===== config.mk =====
export PLATFORM = sky130hd
export DESIGN_NAME = mine_count_scan
export DESIGN_NICKNAME = d
export VERILOG_FILES = /design/src/rtl/mine_count_scan.sv
export SDC_FILE = /design/constraint.sdc
export NUM_CORES = 1
export LEC_CHECK = 0
export CAP_MARGIN = 20
export CORE_MARGIN = 8
export CORE_UTILIZATION = 45
export CTS_BUF_LIST = sky130_fd_sc_hd__clkbuf_2 sky130_fd_sc_hd__clkbuf_4 sky130_fd_sc_hd__clkbuf_8
export CTS_CLUSTER_DIAMETER = 80
export DETAILED_ROUTE_END_ITERATION = 8
export MAX_ROUTING_LAYER = met4
export PLACE_DENSITY = 0.63
export SYNTH_ARGS = -nofsm -noshare
export SYNTH_HDL_FRONTEND = slang
export SYNTH_SLANG_ARGS = --single-unit

===== constraint.sdc =====
create_clock -name in_clka -period 46.5 [get_ports in_clka]
set_clock_uncertainty 0.05 [all_clocks]
set_input_delay 9.3 -clock in_clka [delete_from_list [all_inputs] [get_ports in_clka]]
set_output_delay 9.3 -clock in_clka [all_outputs]
set_load 0.01 [all_outputs]

===== src/rtl/mine_count_scan.sv =====
// Mine-map scanner: latches a ROWS x COLS mine map on start and streams one beat per
// cell (index, mine bit, adjacent-mine count) over valid/ready, plus the total mine count.
module mine_count_scan #(
    parameter  int ROWS = 5,
    parameter  int COLS = 5,
    localparam int N    = ROWS * COLS,
    localparam int IW   = $clog2(N),
    localparam int TW   = $clog2(N + 1)
) (
    input  logic          in_clka,
    input  logic          in_resetn,
    input  logic          in_start,
    input  logic [N-1:0]  in_mines,
    input  logic          in_ready,
    output logic          out_valid,
    output logic [IW-1:0] out_idx,
    output logic          out_is_mine,
    output logic [3:0]    out_count,
    output logic [TW-1:0] out_total,
    output logic          out_busy,
    output logic          out_done
);

    typedef enum logic [1:0] {
        ST_IDLE = 2'd0,
        ST_SCAN = 2'd1,
        ST_DONE = 2'd2
    } state_e;

    state_e        state_q;
    logic [N-1:0]  map_q;
    logic [IW-1:0] idx_q;
    logic [IW-1:0] idx_d;
    logic          last_s;
    logic [TW-1:0] total_q;
    logic          valid_q;
    logic          busy_q;
    logic          done_q;
    logic          is_mine_q;
    logic [3:0]    count_q;

    function automatic logic [TW-1:0] popcount(input logic [N-1:0] map);
        logic [TW-1:0] sum;
        sum = {TW{1'b0}};
        for (int i = 0; i < N; i++) begin
            sum = sum + TW'(map[i]);
        end
        return sum;
    endfunction

    // Cells are compared by row/column distance, so off-board neighbours never alias
    // onto the opposite edge.
    function automatic logic [3:0] nbr_count(input logic [N-1:0] map, input logic [IW-1:0] idx);
        logic [3:0] cnt;
        int         r;
        int         c;
        int         dr;
        int         dc;
        cnt = 4'd0;
        r   = int'(idx) / COLS;
        c   = int'(idx) % COLS;
        for (int j = 0; j < N; j++) begin
            dr = (j / COLS) - r;
            dc = (j % COLS) - c;
            if (map[j] && (j != int'(idx)) && (dr >= -1) && (dr <= 1) && (dc >= -1) && (dc <= 1)) begin
                cnt = cnt + 4'd1;
            end
        end
        return cnt;
    endfunction

    // Index of the next beat; holds on the last cell.
    always_comb begin
        last_s = (idx_q == IW'(N - 1));
        if (last_s) begin
            idx_d = idx_q;
        end else begin
            idx_d = idx_q + IW'(1);
        end
    end

    // Scan FSM; every output comes straight from a register updated on the falling edge.
    always_ff @(negedge in_clka or negedge in_resetn) begin
        if (!in_resetn) begin
            state_q   <= ST_IDLE;
            map_q     <= {N{1'b0}};
            idx_q     <= {IW{1'b0}};
            total_q   <= {TW{1'b0}};
            valid_q   <= 1'b0;
            busy_q    <= 1'b0;
            done_q    <= 1'b0;
            is_mine_q <= 1'b0;
            count_q   <= 4'd0;
        end else begin
            case (state_q)
                ST_IDLE: begin
                    done_q <= 1'b0;
                    if (in_start) begin
                        map_q     <= in_mines;
                        total_q   <= popcount(in_mines);
                        idx_q     <= {IW{1'b0}};
                        is_mine_q <= in_mines[0];
                        count_q   <= nbr_count(in_mines, IW'(0));
                        valid_q   <= 1'b1;
                        busy_q    <= 1'b1;
                        state_q   <= ST_SCAN;
                    end else begin
                        valid_q <= 1'b0;
                        busy_q  <= 1'b0;
                    end
                end
                ST_SCAN: begin
                    if (in_ready) begin
                        if (last_s) begin
                            valid_q <= 1'b0;
                            done_q  <= 1'b1;
                            state_q <= ST_DONE;
                        end else begin
                            idx_q     <= idx_d;
                            is_mine_q <= map_q[idx_d];
                            count_q   <= nbr_count(map_q, idx_d);
                        end
                    end else begin
                        valid_q <= 1'b1;
                    end
                end
                ST_DONE: begin
                    valid_q <= 1'b0;
                    done_q  <= 1'b0;
                    busy_q  <= 1'b0;
                    state_q <= ST_IDLE;
                end
                default: begin
                    valid_q <= 1'b0;
                    done_q  <= 1'b0;
                    busy_q  <= 1'b0;
                    state_q <= ST_IDLE;
                end
            endcase
        end
    end

    assign out_valid   = valid_q;
    assign out_idx     = idx_q;
    assign out_is_mine = is_mine_q;
    assign out_count   = count_q;
    assign out_total   = total_q;
    assign out_busy    = busy_q;
    assign out_done    = done_q;

endmodule


==> flow_metrics.py <==
metrics = {
    "placed_design": {
        "place_area_um2": 8870,
        "dpl.hpwl_um": 19600,
        "gp_congestion": 0.980,
        "place_ws_ns": 9.39,
        "io_buffers": 46,
    },
    "floorplan": {
        "die_h_um": 151,
        "die_w_um": 151,
        "start_util_pct": 45.9,
        "core_um2": 18000,
        "row_count": 49,
        "dieArea_um2": 22900,
        "ios": 47,
    },
    "final_layout": {
        "design_area_um2": 8980,
        "antennaDiodeCount": 0,
        "drive_gt1_share_pct": 11.4,
        "synthToLayoutAreaGrowth_pct": 8.96,
        "layout.nets": 1150,
    },
    "run_status": {
        "status": "finished, final reports clean",
    },
    "logic_synthesis": {
        "yosysMostFrequentCell": "nand2_1",
        "ys_async_sr_fraction_pct": 100,
        "syn_nets": 1129,
        "ys.flop_type": "dfrtn_1",
        "yosys.area.top_type_share_pct": 13.7,
        "yosysTopAreaCell": "dfrtn_1",
        "netlist_area_um2": 8240,
        "avgSynthCellArea_um2": 8.00,
        "yosysSeqAreaShare_pct": 13.7,
        "synth.distinct_cells": 111,
        "synthTopCellsByCount": "nand2_1 (107), nor2_1 (81), inv_1 (74), xnor2_1 (67), a21oi_1 (53)",
        "synth_enable_flop_cells": 0,
        "yosysWarnings": 0,
        "synth_cells": 1030,
        "ys_seq_elements": 45,
        "synthTopCellsByArea": "dfrtn_1 (14%), ha_1 (7.9%), xnor2_1 (7.1%), nand2_1 (4.9%), fa_1 (4.4%)",
    },
    "worst_setup_path": {
        "path_cells": "clkdlybuf4s50_1 -> inv_1 -> fa_1 -> fa_1 -> fa_1 -> fa_1 -> fa_1 -> inv_1 -> fa_1 -> fa_1 -> a21o_1 -> a21oi_1 -> a21oi_1",
        "crit_arrival_ns": 13.62,
        "critical-path-max-stage-delay_ns": 0.56,
        "cp_common_cell": "fa_1",
        "setup.worst_path.end_class": "register",
        "cp_num_buf_inv": 3,
        "cp_slowest_cell": "fa_1",
        "path_max_fanout": 3,
        "cp_data_required_time_ns": 23.33,
        "path_delay_family": "adder cells",
        "startpoint_type": "primary input",
        "critPathKind": "in2reg",
    },
    "clocking": {
        "post_cts_buffers": 0,
        "cts_resized": 0,
        "cts-buffers-inserted": 5,
        "clkSinkCount": 45,
        "cts_tree": "done",
        "h-tree-depth": 2,
        "clk-insertion-delay-late_ns": 0.30,
        "ctsHoldBuffers": 0,
        "root_buffer": "clkbuf_8",
        "clk_pin_slew_ns": 0.06,
        "clock_path_buffers": 2,
    },
    "sta": {
        "slew_violations": 0,
        "slew_headroom_pct": 32.3,
        "hold_viol_final": 0,
        "rsz0062_at_grt": "no",
        "finalSetupViolCount": 0,
        "fin_setup_tns_ns": 0,
        "final.setup.worst_slack_ns": 9.72,
        "worst_pin_slew_ns": 1.02,
    },
    "grt": {
        "grt_pass1_wl_um": 40200,
        "grt_antenna_before_repair": 0,
        "grt_usage_pct": 22.3,
        "grt_pass1_vias": 7538,
        "grt_overflow": 0,
        "grt_max_degree": 46,
    },
    "routing": {
        "drt_first_iter_violations": 692,
        "drt-vias-per-instance": 6.28,
        "drt-wirelength-per-cell_um": 19.4,
        "vias": 8046,
        "ant_nets": 0,
        "drc": 0,
        "firstDrtPassIters": 7,
        "wirelength_um": 24800,
    },
    "flow_run": {
        "cap_violations": 0,
    },
    "min_path": {
        "hold_class": "reg2reg",
    },
}
## state kept, by name, summed over array words and instances, names as in the netlist
signal	cells
out_is_mine	1
out_total	5
out_valid	1
out_busy	1
out_done	1
out_count	4
map_q	25
out_idx	5
state_q	2
## routing by layer
layer	up-vias	share of wire, %	track usage [%]
met4	0	2.0	5.79
met3	48	5.4	2.54
li1	3867	-	-
met5	-	0	-
met1	3805	48	31.1
met2	326	44	33.6
## final cells by class
class,count,area [µm²]
well taps,229,287
repair buffers,56,543
clock inverters,3,17.5
flip-flops and latches,45,1130
multi-input cells,867,6650
inverters,76,285
fillers,1746,8980
clock buffers,5,68.8
## worst reg2reg max path, delay by kind of cell, from the launching register on
| family | cells | cell delay [ns] |
|---|---|---|
| compound gates | 25 | 6.22 |
| simple gates | 30 | 5.22 |
| fa+ha+maj | 16 | 5.12 |
| xor+xnor | 8 | 1.39 |
| mux | 4 | 1.08 |
| buf+inv | 6 | 0.73 |
| flops | 1 | 0.67 |
## path summary, 6_finish.rpt
path / endpoint / slack, ns / cells after the start / startpoint
worst min-delay path: out_busy$_DFFE_NN0N_ / 0.38 / 1 / out_busy$_DFFE_NN0N_
worst min register to register: out_busy$_DFFE_NN0N_ / 0.38 / 1 / out_busy$_DFFE_NN0N_
worst max register to register: out_count[2]$_DFFE_NN0P_ / 25.84 / 89 / out_idx[0]$_DFFE_NN0P_
worst max-delay path: out_total[4]$_DFFE_NN0P_ / 9.72 / 13 / in_mines[5]
max in group asynchronous: out_idx[2]$_DFFE_NN0P_ / 13.93 / 2 / in_resetn
min in group asynchronous: map_q[9]$_DFFE_NN0P_ / 31.96 / 1 / in_resetn
## per-stage QoR
step	hold WS (ns)	instances	utilization, %
5_1_grt	0.398	1281	50.0
4_1_cts	0.384	1280	49.9
3_3_place_gp	0.374	1272	49.4
3_5_place_dp	0.376	1272	49.4
6_report	0.379	1281	50.0
2_1_floorplan	0.400	1030	-
## placed cells by master (no fill, tap or decap), types with 27 or more instances in the layout
master / count
nor2_1: 81
clkdlybuf4s50_1: 45
nand2_1: 107
ha_1: 52
nand3_1: 39
a21oi_1: 53
xnor2_1: 66
inv_1: 74
dfrtn_1: 45
o21ai_0: 44
nor3_1: 27
mux2_2: 30
## cell families after synthesis
kind of cell    after synthesis  synth area share (%)
simple gates                366                  22.8
compound gates              294                  26.4
buf+inv                     118                  5.77
xor+xnor                     91                  12.0
fa+ha+maj                    72                  12.5
flops                        45                  13.7
mux                          44                  6.82
Power is not shown: default switching activity piles up to over one toggle a cycle in this logic, so the estimate is an artifact.
